### src/rtl/trojan_trigger_sequencer.sv
// Activation-stimulus generator: streams the four-word trigger plaintext onto the AES state input
// over a valid/ready handshake, with an optional idle gap after each non-final word.
module trojan_trigger_sequencer #(
  parameter logic [127:0] WORD0      = 128'h3243f6a8_885a308d_313198a2_e0370734,
  parameter logic [127:0] WORD1      = 128'h00112233_44556677_8899aabb_ccddeeff,
  parameter logic [127:0] WORD2      = 128'h0,
  parameter logic [127:0] WORD3      = 128'h1,
  parameter int unsigned  GAP_CYCLES = 0
) (
  input  logic         clk,
  input  logic         rst,
  input  logic         start,
  input  logic         abort,
  input  logic         out_ready,
  output logic         out_valid,
  output logic [127:0] out_state,
  output logic         out_last,
  output logic [1:0]   seq_index,
  output logic         busy,
  output logic         done
);

  typedef enum logic [1:0] {StIdle, StSend, StGap} state_e;

  state_e       state_q, state_d;
  logic [7:0]   cnt_q, cnt_d;
  logic         valid_q, valid_d;
  logic [127:0] data_q, data_d;
  logic         last_q, last_d;
  logic [1:0]   idx_q, idx_d;
  logic         busy_q, busy_d;
  logic         done_q, done_d;
  logic         rst_meta_q, rst_sync_q;

  // Assertion is immediate; release is retimed through two flops.
  always_ff @(posedge clk or negedge rst) begin
    if (!rst) begin
      rst_meta_q <= 1'b0;
      rst_sync_q <= 1'b0;
    end else begin
      rst_meta_q <= 1'b1;
      rst_sync_q <= rst_meta_q;
    end
  end

  function automatic logic [127:0] word_sel(input logic [1:0] i);
    unique case (i)
      2'd0:    word_sel = WORD0;
      2'd1:    word_sel = WORD1;
      2'd2:    word_sel = WORD2;
      default: word_sel = WORD3;
    endcase
  endfunction

  always_comb begin
    state_d = state_q;
    cnt_d   = cnt_q;
    valid_d = valid_q;
    data_d  = data_q;
    last_d  = last_q;
    idx_d   = idx_q;
    busy_d  = busy_q;
    done_d  = 1'b0;
    if (abort) begin
      state_d = StIdle;
      valid_d = 1'b0;
      data_d  = '0;
      last_d  = 1'b0;
      idx_d   = 2'd0;
      busy_d  = 1'b0;
    end else begin
      unique case (state_q)
        StIdle: begin
          // A start landing in the done cycle is dropped.
          if (start && !done_q) begin
            state_d = StSend;
            valid_d = 1'b1;
            data_d  = WORD0;
            last_d  = 1'b0;
            idx_d   = 2'd0;
            busy_d  = 1'b1;
          end
        end
        StSend: begin
          if (valid_q && out_ready) begin
            if (idx_q == 2'd3) begin
              state_d = StIdle;
              valid_d = 1'b0;
              data_d  = '0;
              last_d  = 1'b0;
              idx_d   = 2'd0;
              busy_d  = 1'b0;
              done_d  = 1'b1;
            end else if (GAP_CYCLES == 0) begin
              idx_d  = idx_q + 2'd1;
              data_d = word_sel(idx_q + 2'd1);
              last_d = (idx_q == 2'd2);
            end else begin
              state_d = StGap;
              cnt_d   = 8'(GAP_CYCLES - 1);
              valid_d = 1'b0;
              data_d  = '0;
              last_d  = 1'b0;
              idx_d   = idx_q + 2'd1;
            end
          end
        end
        StGap: begin
          if (cnt_q == 8'd0) begin
            state_d = StSend;
            valid_d = 1'b1;
            data_d  = word_sel(idx_q);
            last_d  = (idx_q == 2'd3);
          end else begin
            cnt_d = cnt_q - 8'd1;
          end
        end
        default: state_d = StIdle;
      endcase
    end
  end

  always_ff @(posedge clk or negedge rst_sync_q) begin
    if (!rst_sync_q) begin
      state_q <= StIdle;
      cnt_q   <= 8'd0;
      valid_q <= 1'b0;
      data_q  <= '0;
      last_q  <= 1'b0;
      idx_q   <= 2'd0;
      busy_q  <= 1'b0;
      done_q  <= 1'b0;
    end else begin
      state_q <= state_d;
      cnt_q   <= cnt_d;
      valid_q <= valid_d;
      data_q  <= data_d;
      last_q  <= last_d;
      idx_q   <= idx_d;
      busy_q  <= busy_d;
      done_q  <= done_d;
    end
  end

  assign out_valid = valid_q;
  assign out_state = data_q;
  assign out_last  = last_q;
  assign seq_index = idx_q;
  assign busy      = busy_q;
  assign done      = done_q;

endmodule

### config.mk
export PLATFORM = sky130hd
export DESIGN_NAME = trojan_trigger_sequencer
export DESIGN_NICKNAME = d
export VERILOG_FILES = /design/src/rtl/trojan_trigger_sequencer.sv
export SDC_FILE = /design/constraint.sdc
export NUM_CORES = 1
export LEC_CHECK = 0
export CAP_MARGIN = 15
export CORE_MARGIN = 2
export CORE_UTILIZATION = 31
export CTS_CLUSTER_SIZE = 30
export DETAILED_ROUTE_END_ITERATION = 8
export PLACE_DENSITY = 0.91
export SLEW_MARGIN = 10
export SYNTH_ARGS = -nofsm -noshare
export SYNTH_HDL_FRONTEND = slang
export SYNTH_SLANG_ARGS = --single-unit
### constraint.sdc
create_clock -name clk -period 2 [get_ports clk]
set_input_delay 0.6 -clock clk [delete_from_list [all_inputs] [get_ports clk]]
set_output_delay 0.6 -clock clk [all_outputs]
set_load 0.005 [all_outputs]
==> run summary, run 1 <==
The library cells used most frequently in the layout, excluding fill and tap cells, are 101 x clkdlybuf4s50_1, 38 x conb_1, 9 x dfrtp_1. Counting the fill cells in the layout gives 474. The mapped cell area is 1470 um2. The largest net degree at the start of global routing is 38. The number of distinct standard cells referenced by the synthesized netlist is 20.

The first global-routing pass estimated 3.19 mm of wire. The footprint of the multi-input gates came out at 380 um2. The kind of end point of the critical path is a primary output. Dividing the detail-routed via count by the number of cells gives 3.45.

The antenna diode count is 0. The portion of synthesized cell area occupied by the leading cell type came out at 0.645. The final hold violation count is 0.

The launching element type of the critical path is a flip-flop. Setup repair after global routing left no endpoint under its margin. In this run the static leakage power is 0.789 nW. The count of nets after finishing came out at 201.

The clock latency on the worst-skew pair came out at 0.24 ns. The power density relative to cell area is 483 nW/um2. The timing-limited maximum frequency is 514 MHz. For this run, the total global-route usage over all layers was measured as 0.0763. The routed design could run at a clock period as short as 1.95 ns. The largest total area in the synthesized netlist belongs to buf_4.

The initial core utilization is 0.317. The final routed DRC violation total came out at 0. The cell count after synthesis came out at 170. The root buffer cell chosen for the clock tree is clkbuf_8. The clock-pin transition on the worst setup and hold timing paths is 0.05 ns. Hold timing on the final database bottoms out at a slack of 0.135 ns. The complex-gate fraction of the synthesized area came to 0.0554. After detailed placement, the design holds a cell count of 237. After synthesis, the largest family of logic cells by area is buffers and inverters. In the post-synthesis netlist, the biggest area contributors are buf_4 64%, dfrtp_1 17%, ha_1 3.4%, mux2i_1 2.7%, o32ai_1 2.4%. Relative to the synthesized area, the layout overhead comes to 28.0%. The xor/xnor share of the synthesized area is 0.00597. The floorplan step set the die height to 72.8 um. The top fanout value on the critical path is 18. CTS built an H-tree with a depth of 1.

Of the total synthesized cell area, the portion taken by AND, OR, NAND and NOR gates is 0.0392. The aggregate negative setup slack came out at 0 ns. The leftover overflow at the end of global routing is 0. The fraction of the cycle the final worst path needs came out at 0.973. The first-iteration detailed-routing DRC count came out at 30. The die outline area is 5300 um2. The count of maximum capacitance violations is 0. The number of placed I/O pins is 139.

The launch instance of the worst register-to-register path is out_state[0]$_DFFE_PN0P_. The reg2reg setup slack came out at 0.78 ns. The worst voltage drop across the vdd grid came out at 0.271 mV. The total area of sequential cells is 251 um2. The data arrival time of the critical path came out at 1.35 ns. During synthesis, Yosys emitted a total of 0 warnings. The final clock skew came out at 0.00447 ns. The estimated wirelength of the detail-placed design came out at 1.91 mm. The final cell count without fillers is 245. The number of max-slew violations in the final report came to 0. The sum of buffers and inverters on the critical path is 2. The number of CTS-inserted buffers is 3. The category of the critical setup timing path is reg -> out.

The global placer's final weighted congestion came out at 0.798. After detailed routing, the average wire length per cell comes to 10.3 um. At the worst endpoint, the required time is 1.40 ns.

The slowest stage of the critical path is the clkdlybuf4s50_1 cell. The first detailed-routing pass ran for 4 iterations. Summed over all layers, the routed wires come to 2.53 mm. The initial antenna violation count came out at 0. The number of port buffers came out at 101.

The count of vias placed by the detailed router is 846. In this run, synthesis produced a sequential element count of 10. The number of global-route vias before repair came to 586. The path type of the worst min-delay path is reg -> async. The fraction of final layout cells sized beyond drive strength 1 is 0.0942. Of the total synthesized cell area, the portion taken by full adders, half adders and majority gates is 0.0341.

The number of nets with antenna violations after routing is 0. Setup violations remaining at the end of the flow were counted as 0. The number of cells traversed by the worst register-to-register path came out at 4. The total number of clock tree sinks came out at 10. The maximum cell stage delay along the critical path is 0.51 ns. The endpoint of the lowest-slack register-to-register path is seq_index[1]$_DFFE_PN0P_. The sequential-to-total area share from yosys stat came out at 0.171.

The area of the placeable core is 4630 um2. Traced cell by cell, the critical path runs through clkbuf_16, clkdlybuf4s50_1. The run finished with clean final reports. The hold buffer count at CTS is 0. TritonCTS built the clock tree. The maximum count of clock buffers along a single path is 2.

Leaving out fill and tap cells, the most frequent cell in the layout is clkdlybuf4s50_1. The row count came out at 25. The average cell area after synthesis came out at 8.63 um2. In this run the horizontal extent of the chip is 72.8 um. The fraction of synthesized area in multiplexers is 0.0273. The cell class contributing the biggest share of worst-path delay is buffers and inverters.
## report_power, final
group          total (W)  switching (W)  internal [W]
Combinational   0.000421       0.000140      0.000281
Clock           0.000259      0.0000853      0.000174
Sequential      0.000228      0.0000151      0.000212
Total           0.000908       0.000241      0.000667
## worst max-delay path by stage
stage | cells after the start | start | to | slack, ns
after global routing | 2 | out_state[116]$_DFFE_PN0P_ | out_state[80] | 0.0005
after detailed placement | 3 | out_ready | out_state[112]$_DFFE_PN0P_ | 0.18
after global placement | 3 | out_ready | out_state[112]$_DFFE_PN0P_ | 0.18
final | 2 | out_state[116]$_DFFE_PN0P_ | out_state[80] | 0.05
after floorplan | 1 | out_state[116]$_DFFE_PN0P_ | out_state[100] | 0.28
after CTS | 2 | out_state[116]$_DFFE_PN0P_ | out_state[90] | 0.02
## final cells by class
class,instances,share of cell area
inverters,4,0.00799
well taps,54,0.0360
multi-input cells,65,0.202
repair buffers,108,0.591
clock buffers,4,0.0293
flip-flops and latches,10,0.134
## stage by stage
step	power, W	setup slack [ns]	area (um2)	utilization
6_report	0.000908	0.0547	1880	0.406
5_1_grt	0.000957	0.000460	1880	0.406
4_1_cts	0.000903	0.0188	1830	0.395
3_5_place_dp	0.000641	0.183	1770	0.383
3_3_place_gp	0.000630	0.178	1770	0.383
2_1_floorplan	0.000564	0.281	1600	-
## timing repair
action                     in CTS  in global routing
gates cloned                    0                  1
setup endpoints to repair       1                 43
buffers inserted                0                  3
resized for setup               1                  1
## cell usage after synthesis (all sizes together)
cell type  instances
buf              127
dfrtp             10
ha                 4
inv                4
mux2i              4
o32ai              4
a21bo              2
a21oi              2
conb               2
nand2b             2
nor2               2
a221oi             1
nand2              1
nor2b              1
or2                1
or2b               1
or3b               1
xnor2              1
## flip-flops by register name (all words and copies together), names as in the netlist
signal      cells
busy            1
done            1
out_last        1
out_state       4
rst_meta_q      1
rst_sync_q      1
seq_index       1
## worst register-to-register path: cells and delay by family, from the launching register on
kind            cells  cell delay (ns)
flops               1             0.45
buf+inv             1             0.12
fa+ha+maj           1             0.30
mux                 1             0.14
compound gates      1             0.10
## logic make-up after synthesis
group           count (synthesis)
buf+inv                       131
fa+ha+maj                       4
xor+xnor                        1
simple gates                    9
mux                             4
flops                          10
other cells                     2
compound gates                  9
## layer usage
| layer | share of wire | track usage | vias up |
|---|---|---|---|
| li1 | - | - | 406 |
| met1 | 0.38 | 0.0943 | 376 |
| met2 | 0.50 | 0.120 | 62 |
| met3 | 0.11 | 0.0387 | 2 |
| met4 | 0.011 | 0.0144 | 0 |
| met5 | 0 | 0 | - |
Power figures use the tool's default switching activity.
==> run 2: changes to the inputs <==
--- a/config.mk
+++ b/config.mk
@@ -11,6 +11,7 @@
 export CTS_CLUSTER_SIZE = 30
 export DETAILED_ROUTE_END_ITERATION = 8
 export PLACE_DENSITY = 0.91
+export RECOVER_POWER = 50
 export SLEW_MARGIN = 10
 export SYNTH_ARGS = -nofsm -noshare
 export SYNTH_HDL_FRONTEND = slang
==> run 2 against run 1 <==
Maximum frequency about the same. Clock power about the same. Setup slack hardly changed. Via count grew 0.24%. Total power is 0.50% lower. Core utilization did not move. Design area unchanged. Clock skew is 0.00065 ns lower.
==> run summary, run 2 (same netlist as run 1, synthesis figures left out) <==
The number of port buffers came out at 101 (unchanged). The number of CTS-inserted buffers came out at 3 (unchanged). The leftover overflow at the end of global routing came out at 0 (unchanged).

The power density relative to cell area is 480 nW/um2 (-0.50%). The largest net degree at the start of global routing is 38 (unchanged). The final routed DRC violation total came out at 0 (unchanged). The first-iteration detailed-routing DRC count is 32 (+6.7%). Setup repair after global routing left no endpoint under its margin. The number of fill cells in the layout came out at 474 (unchanged).

The number of placed I/O pins came out at 139 (unchanged). The number of levels the H-tree was split into came to 1 (unchanged). Traced cell by cell, the critical path runs through clkbuf_16, clkdlybuf4s50_1. The global placer's final weighted congestion came to 0.798 (unchanged).

The launching element type of the critical path is a flip-flop. STA classifies the critical path endpoint as a primary output. The count of maximum capacitance violations came to 0 (unchanged). The number of global-route vias before repair is 586 (unchanged). The area of the placeable core is 4630 um2 (unchanged). The synthesis-to-layout area growth came out at 28.0% (unchanged). The library cell used most frequently in the layout, excluding fill and tap cells, is clkdlybuf4s50_1. The cell count after placement came out at 237 (unchanged).

The estimated wirelength of the detail-placed design came out at 1.91 mm (unchanged). The final clock skew is 0.00382 ns (-0.000653 ns). The timing-limited maximum frequency is 514 MHz (about the same).

The die outline area came out at 5300 um2 (unchanged). The data arrival time of the critical path is 1.35 ns (about the same). The clock latency on the worst-skew pair is 0.24 ns (about the same). The core utilization of the finished layout came out at 0.406 (unchanged). The number of nets with antenna violations after routing is 0 (unchanged).

The share of power burned in combinational logic came out at 0.464 (about the same). The worst setup path is of the reg -> out kind. The horizontal extent of the die is 72.8 um (unchanged).

The wire length of the first global-routing pass came out at 3.19 mm (unchanged). TritonCTS built the clock tree. The count of vias placed by the detailed router came out at 848 (+0.24%). The iteration count of the initial detailed-routing pass was 3 (-1). The worst path required time came out at 1.40 ns (about the same).

The internal power consumption is 0.000665 W (-0.33%). The global-route total usage across every layer is 0.0763 (unchanged). The hold buffer count at CTS is 0 (unchanged). The reported leakage power is 0.807 nW (+2.2%).

The worst voltage drop across the vdd grid is 0.268 mV (-0.98%). The maximum cell stage delay along the critical path was 0.51 ns (about the same). The number of flip-flops in the largest register came to 4 (unchanged). The total number of clock tree sinks is 10 (unchanged). The final cell count without fillers came out at 245 (unchanged).

The initial antenna violation count was 0 (unchanged). The average wire length per cell after detail routing came out at 10.3 um (-0.32%). The fraction of power spent switching nets came out at 0.264 (-0.00125). The flow ran to the end, and the final reports show no timing, DRC or antenna violations. For this design, the slowest cell found on the critical path is clkdlybuf4s50_1. The aggregate negative setup slack came out at 0 ns (unchanged). The proportion of power drawn by flip-flops and latches came out at 0.252 (about the same). The total power is 0.000903 W (-0.50%). The net switching power is 0.000238 W (-0.97%). The fraction of final layout cells sized beyond drive strength 1 came out at 0.0942 (unchanged). The row count was 25 (unchanged).

The final hold violation count came out at 0 (unchanged). The clock-pin transition on the worst setup and hold timing paths came to 0.05 ns (about the same). The initial core utilization is 0.317 (unchanged). The worst path setup slack after routing came out at 0.0545 ns (-0.000184 ns). The library cells used most frequently in the layout, excluding fill and tap cells, are 93 x clkdlybuf4s50_1, 38 x conb_1, 9 x dfrtp_1. The placement-stage worst setup slack was 0.183 ns (unchanged). The count of nets after finishing is 201 (unchanged). The antenna diode count came out at 0 (unchanged). The final routed wirelength across all metal layers is 2.52 mm (-0.32%). The die span in y came out at 72.8 um (unchanged). The number of max-slew violations in the final report came out at 0 (unchanged).

The buffer cell driving the clock tree root is clkbuf_8. The clock network power share came out at 0.284 (about the same). The via count normalized by instance count is 3.46 (+0.24%). The maximum count of clock buffers along a single path was 2 (unchanged). The minimum clock period after layout came out at 1.95 ns (+0.000184 ns). The top fanout value on the critical path is 18 (unchanged). The path type of the worst min-delay path is reg -> async. The fraction of the cycle the final worst path needs came out at 0.973 (about the same). The final setup violation count came out at 0 (unchanged).
## run 2: cell count changes in the layout (fill, tap and decap cells not counted)
cell	delta
dlygate4sd3_1	+8
clkdlybuf4s50_1	-8
## run 2: timing repair
item | CTS | global route
buffers inserted | 0 | 3
setup endpoints to repair | 1 | 43
hold endpoints to repair | 0 | 0
gates resized for setup | 1 | 1
cloned | 0 | 1
## run 2: critical path, delay by kind of cell, from the launching register on
| kind | cells | cell delay (ns) |
|---|---|---|
| buffers and inverters | 2 | 0.69 |
| DFF | 1 | 0.42 |
## run 2: path summary, 6_finish.rpt
kind,start,end,slack (ns),cells after the start
setup / recovery,out_state[116]$_DFFE_PN0P_,out_state[80],0.05,2
hold / removal,rst_sync_q$_DFF_PN0_,done$_DFF_PN0_,0.14,0
setup reg to reg,out_state[0]$_DFFE_PN0P_,seq_index[1]$_DFFE_PN0P_,0.79,4
hold reg to reg,rst_sync_q$_DFF_PN0_,done$_DFF_PN0_,0.14,0
max in group asynchronous,rst,rst_sync_q$_DFF_PN0_,1.28,1
min in group clk,rst_meta_q$_DFF_PN0_,rst_sync_q$_DFF_PN0_,0.35,0
## run 2: area by class of cell
type	count	area [um2]	share of cell area
repair buffers	108	1110	0.591
multi-input cells	65	380	0.202
flip-flops and latches	10	251	0.134
well taps	54	67.6	0.0360
clock buffers	4	55.1	0.0293
inverters	4	15.0	0.00799
## run 2: power groups by stage
| stage | combinational, W | sequential [W] | clock, W |
|---|---|---|---|
| 6_report | 0.000419 | 0.000228 | 0.000256 |
| 5_1_grt | 0.000450 | 0.000230 | 0.000274 |
| 4_1_cts | 0.000412 | 0.000228 | 0.000263 |
| 3_5_place_dp | 0.000410 | 0.000231 | 0 |
| 3_3_place_gp | 0.000400 | 0.000230 | 0 |
| 2_1_floorplan | 0.000312 | 0.000252 | 0 |
## run 2: layer usage
| metal | GRT usage | vias up | share of wire |
|---|---|---|---|
| li1 | - | 408 | - |
| met1 | 0.0943 | 376 | 0.37 |
| met2 | 0.120 | 62 | 0.51 |
| met3 | 0.0387 | 2 | 0.11 |
| met4 | 0.0144 | 0 | 0.011 |
| met5 | 0 | - | 0 |
## run 2: stage by stage
| stage | hold WS [ns] | area (um2) |
|---|---|---|
| finish | 0.137 | 1880 |
| global route | 0.177 | 1880 |
| CTS | 0.150 | 1830 |
| detailed placement | 0.147 | 1770 |
| global placement | 0.143 | 1770 |
| floorplan | 0.0946 | 1600 |
